==> src/rtl/serial_add_sub_pkg.sv <==
// Shared definitions for the bit-serial adder/subtractor.
package serial_add_sub_pkg;

  localparam int WIDTH_DEF = 4;

  typedef enum logic [1:0] {
    IDLE = 2'd0,
    RUN  = 2'd1,
    DONE = 2'd2
  } state_t;

endpackage

==> src/rtl/serial_add_sub_full_adder.sv <==
// One-bit full adder built from two half adders; the carry is the OR of the
// two half-adder carries (they can never both be set).

module hadder (
  input  logic a,
  input  logic b,
  output logic s,
  output logic c
);
  assign s = a ^ b;
  assign c = a & b;
endmodule

module full_adder (
  input  logic a,
  input  logic b,
  input  logic ci,
  output logic s,
  output logic co
);
  logic s0, c0, c1;

  hadder u_ha0 (.a(a),  .b(b),  .s(s0), .c(c0));
  hadder u_ha1 (.a(s0), .b(ci), .s(s),  .c(c1));

  assign co = c0 | c1;
endmodule

==> src/rtl/serial_add_sub.sv <==
// Bit-serial WIDTH-bit adder/subtractor. Operands are captured on start,
// one bit per clock is pushed LSB-first through a single full adder, and the
// result plus carry/overflow flags are registered when the last bit lands.
module serial_add_sub
  import serial_add_sub_pkg::*;
#(
  parameter int WIDTH = WIDTH_DEF
) (
  input  logic             clk,
  input  logic             rst,
  input  logic             start,
  input  logic [WIDTH-1:0] A,
  input  logic [WIDTH-1:0] B,
  input  logic             sub,
  output logic             busy,
  output logic             done,
  output logic [WIDTH-1:0] S,
  output logic             C,
  output logic             V
);

  localparam int CW = (WIDTH > 2) ? $clog2(WIDTH) : 1;

  state_t           state, state_nxt;
  logic             load;
  logic             last;
  logic [WIDTH-1:0] a_sh, b_sh, r_sh;
  logic             carry;
  logic [CW-1:0]    cnt;
  logic             fa_s, fa_co;

  // Subtraction is A + ~B + 1: B is inverted at load and the carry seeded with sub.
  full_adder u_fa (
    .a  (a_sh[0]),
    .b  (b_sh[0]),
    .ci (carry),
    .s  (fa_s),
    .co (fa_co)
  );

  assign last = (cnt == CW'(WIDTH - 1));
  assign busy = (state == RUN);
  assign done = (state == DONE);

  // State register.
  always_ff @(posedge clk) begin
    if (rst) state <= IDLE;
    else     state <= state_nxt;
  end

  // Next state; start is honoured in IDLE and DONE so ops can run back to back.
  always_comb begin
    state_nxt = state;
    load      = 1'b0;
    case (state)
      IDLE: if (start) begin
        load      = 1'b1;
        state_nxt = RUN;
      end
      RUN:  if (last) state_nxt = DONE;
      DONE: begin
        if (start) begin
          load      = 1'b1;
          state_nxt = RUN;
        end else begin
          state_nxt = IDLE;
        end
      end
      default: state_nxt = IDLE;
    endcase
  end

  // Serial datapath and result registers. On the last bit, carry still holds
  // the carry into the MSB, so V is formed directly from it.
  always_ff @(posedge clk) begin
    if (rst) begin
      a_sh  <= '0;
      b_sh  <= '0;
      r_sh  <= '0;
      carry <= 1'b0;
      cnt   <= '0;
      S     <= '0;
      C     <= 1'b0;
      V     <= 1'b0;
    end else if (load) begin
      a_sh  <= A;
      b_sh  <= B ^ {WIDTH{sub}};
      r_sh  <= '0;
      carry <= sub;
      cnt   <= '0;
    end else if (state == RUN) begin
      a_sh  <= a_sh >> 1;
      b_sh  <= b_sh >> 1;
      r_sh  <= {fa_s, r_sh[WIDTH-1:1]};
      carry <= fa_co;
      cnt   <= cnt + CW'(1);
      if (last) begin
        S <= {fa_s, r_sh[WIDTH-1:1]};
        C <= fa_co;
        V <= carry ^ fa_co;
      end
    end
  end

endmodule

==> config.mk <==
export PLATFORM = sky130hd
export DESIGN_NAME = serial_add_sub
export DESIGN_NICKNAME = d
export VERILOG_FILES = /design/src/rtl/serial_add_sub_pkg.sv /design/src/rtl/serial_add_sub_full_adder.sv /design/src/rtl/serial_add_sub.sv
export SDC_FILE = /design/constraint.sdc
export NUM_CORES = 1
export LEC_CHECK = 0
export ABC_CLOCK_PERIOD_IN_PS = 1900
export BUFFER_PORTS_ARGS = -buffer_cell sky130_fd_sc_hd__buf_4
export CORE_ASPECT_RATIO = 1.2
export CORE_MARGIN = 2
export CORE_UTILIZATION = 45
export CTS_BUF_LIST = sky130_fd_sc_hd__clkbuf_2
export CTS_CLUSTER_DIAMETER = 120
export DETAILED_ROUTE_END_ITERATION = 7
export HOLD_SLACK_MARGIN = 0.1
export PLACE_DENSITY = 0.7
export SYNTH_ARGS = -nofsm -noshare
export SYNTH_HDL_FRONTEND = slang
export SYNTH_SLANG_ARGS = --single-unit
==> constraint.sdc <==
create_clock -name clk -period 1.9 [get_ports clk]
set_input_delay 0.57 -clock clk [delete_from_list [all_inputs] [get_ports clk]]
set_output_delay 0.57 -clock clk [all_outputs]
set_load 0.01 [all_outputs]
==> impl_results.rst <==
.. list-table::
   :header-rows: 1

   * - Metric
     - Value
   * - Nets
     - 139
   * - Sequential area share after synthesis
     - 46.6%
   * - Buffer count from post-CTS setup fixing
     - 0
   * - Achievable frequency
     - 0.558 GHz
   * - Number of synthesized flops with an enable pin
     - 0
   * - Standard-cell row count
     - 18
   * - Wire length reported by the detailed router
     - about 1.8 mm
   * - DR pass1 iterations
     - 4
   * - Most used flip-flop cell after synthesis
     - sky130_fd_sc_hd__dfxtp_1
   * - Post-cts repair resize count
     - 0
   * - CTS tree
     - yes
   * - Share of the cycle needed by the critical path after routing
     - 94.3%
   * - Routability-driven placement congestion ratio
     - 0.797
   * - Drt first-iter violations
     - 11
   * - Leakage
     - 0.434 nW
   * - Final hold slack
     - 0.468 ns
   * - Share of flip-flops with an asynchronous set or reset
     - 0%
   * - Worst min path class
     - register to register
   * - Number of antenna violations at the first check in global routing
     - 0
   * - Maxcap violations
     - 0
   * - Total area of sequential cells
     - 440 µm²
   * - Worst Setup Slack post-DPL
     - 0.404 ns
   * - Clock period minus worst slack
     - roughly 1.8 ns
   * - Unrepaired setup endpoints after global routing
     - false
   * - CTS hold repair buffers
     - 0
   * - Slew Limit Headroom
     - 67.9%
   * - Leading cell type in the layout, fill and taps excluded
     - sky130_fd_sc_hd__dfxtp_1
   * - Post-detailed-placement half-perimeter wirelength
     - 1.30 mm
   * - Synth cell types
     - 24
   * - Die width
     - approximately 46 µm
   * - Maximum number of pins on one net before global-route repair
     - 20
   * - Post-synthesis average cell area
     - between 8 and 9 µm²
   * - First-pass GRT wire length
     - between 3 and 4 mm
   * - Top-level I/O count
     - 20
   * - Transition time at the pin with the least slew margin
     - 0.480 ns
   * - Count of endpoints failing hold in the final timing report
     - 0
   * - Worst setup slack after layout
     - 0.107 ns
   * - Area share of the leading cell type in the synthesized netlist
     - 46.6%
   * - Share of layout cells above drive strength 1
     - between 20% and 30%
   * - Crit Path Max Fanout
     - 14
   * - Critical path startpoint category
     - register
   * - Maximum clock insertion buffer count
     - 2
   * - Clock network latency to the later pin of the worst-skew pair
     - ~0.33 ns
   * - Total negative slack
     - 0 ns
   * - Total via count after detailed routing
     - 789
   * - Residual DRC count
     - 0
   * - Worst Setup Path Type
     - register to output pin
   * - Worst VDD drop
     - 0.508 mV
   * - Area of combinational cells with multiple inputs
     - between 400 and 500 µm²
   * - Number of nets in the synthesized netlist
     - ~120
   * - Remaining antenna violation count
     - 0
   * - Syn Std Cell Area
     - 945 µm²
   * - Core area
     - 2030 µm²
   * - Setup-violating endpoint count in the final report
     - 0
   * - Vias in the first global route
     - 726
   * - Clk sink count
     - 22
   * - FILL cells
     - 213
   * - Leading post-synthesis cells by cell area
     - sky130_fd_sc_hd__dfxtp_1, sky130_fd_sc_hd__a21oi_1, sky130_fd_sc_hd__nand2_1
   * - Total overflow reported by the global router
     - 0
   * - All-Layer GR Usage
     - between 10% and 20%
   * - Fin. max-slew vios
     - 0
   * - Area growth, synth to finish
     - 15.5%
   * - # diodes
     - 0
   * - Endpoint arrival time on the critical path
     - 1.22 ns
   * - Clock skew
     - 0.00849 ns
   * - Post-synthesis instance total
     - 108
   * - Clock input transition at the sequential cells of the worst setup and hold paths
     - about 0.19 ns
   * - Critical path required time
     - 1.33 ns
   * - Top library cells by usage in the layout, fill and taps aside
     - sky130_fd_sc_hd__dfxtp_1, sky130_fd_sc_hd__buf_4, sky130_fd_sc_hd__nand2_1
   * - Vias per std cell
     - 5.48
   * - Initial standard-cell utilization of the core
     - 46.6%
   * - Number of buffers inserted during clock tree synthesis
     - 3
   * - Die span in y
     - 54.2 µm
   * - Number of levels in the clock H-tree
     - 1
   * - Synth area leader
     - sky130_fd_sc_hd__dfxtp_1
   * - Die outline area
     - 2480 µm²
   * - Flip-flop and latch count after synthesis
     - 22
   * - Nature of the critical path endpoint
     - output pin
   * - Ys Warns
     - 0
   * - Number of buffers inserted by port buffering
     - 19
   * - CTS Root Buffer Type
     - sky130_fd_sc_hd__clkbuf_2
   * - Run status
     - complete, no violations
   * - Power per unit of standard cell area
     - between 700 and 800 nW/µm²
   * - Per-cell routed wire length
     - 12.3 µm
## synth_stat cells (2+ instances only)
cell type / n
sky130_fd_sc_hd__buf_6: 2
sky130_fd_sc_hd__nand3_1: 11
sky130_fd_sc_hd__nor3_1: 3
sky130_fd_sc_hd__a21oi_1: 15
sky130_fd_sc_hd__nand2_1: 19
sky130_fd_sc_hd__buf_2: 5
sky130_fd_sc_hd__a22oi_1: 4
sky130_fd_sc_hd__xor2_1: 5
sky130_fd_sc_hd__nand2b_1: 2
sky130_fd_sc_hd__a311oi_2: 2
sky130_fd_sc_hd__nor2b_1: 2
sky130_fd_sc_hd__nor2_1: 5
sky130_fd_sc_hd__dfxtp_1: 22
## critical path: stages, from the launching register on
cell                       delay (ns)
sky130_fd_sc_hd__dfxtp_1         0.46
sky130_fd_sc_hd__nand2b_2        0.22
sky130_fd_sc_hd__inv_2           0.10
sky130_fd_sc_hd__buf_4           0.12
## cells by family (layout without fill, tap and decap cells)
logic type / Yosys count / count (layout) / synth area share [%]
and+or+nand+nor: 44 / 44 / 21.3
AOI/OAI and AO/OA: 23 / 23 / 15.8
DFF: 22 / 22 / 46.6
buffers and inverters: 10 / 26 / 6.22
xor gates and xnor gates: 6 / 6 / 5.56
adders and majority gates: 2 / 2 / 3.44
muxes: 1 / 1 / 1.06
## final cells by class
class | instances | share of cell area, %
Inverter | 1 | 0.344
Tap cell | 20 | 2.29
Clock inverter | 1 | 0.344
Timing Repair Buffer | 21 | 14.4
Multi-Input combinational cell | 76 | 40.8
Clock buffer | 3 | 1.38
Sequential cell | 22 | 40.4
## metal layers
metal | part of all wire, % | up-vias | routed length, µm | global-route usage, %
met5 | 0 | - | 0 | 0
met1 | 44 | 371 | 786 | 21.3
li1 | - | 401 | - | -
met2 | 51 | 13 | 902 | 27.9
met3 | 3.3 | 4 | 59 | 3.02
met4 | 1.1 | 0 | 19 | 9.05
## sequential cells by signal, summed over array words and instances, names as in the netlist
signal	count
C	1
S	4
V	1
a_sh	4
b_sh	4
carry	1
cnt	2
r_sh	3
state	2
## per-stage QoR
step / instances / cell area [µm²] / total power (W) / util, %
finish: 144 / 1090 / 0.000800 / 53.8
global route: 144 / 1090 / 0.000841 / 53.8
CTS: 144 / 1090 / 0.000804 / 53.8
detailed placement: 140 / 1070 / 0.000627 / 52.9
global placement: 140 / 1070 / 0.000623 / 52.9
floorplan: 108 / 945 / 0.000596 / -
## final timing paths
kind                                from  endpoint  slack [ns]  cells past startpoint
worst max-delay path            state[0]      busy        0.11                      3
worst min-delay path                S[1]      S[1]        0.47                      2
worst min register to register      S[1]      S[1]        0.47                      2
worst max register to register  state[0]   a_sh[1]        0.49                      5
## power breakdown
part | internal (W) | total, W | switching, W
Combinational | 0.0000533 | 0.000119 | 0.0000657
Sequential | 0.000483 | 0.000498 | 0.0000149
Clock | 0.0000458 | 0.000183 | 0.000138
Power figures use the tool's default switching activity.
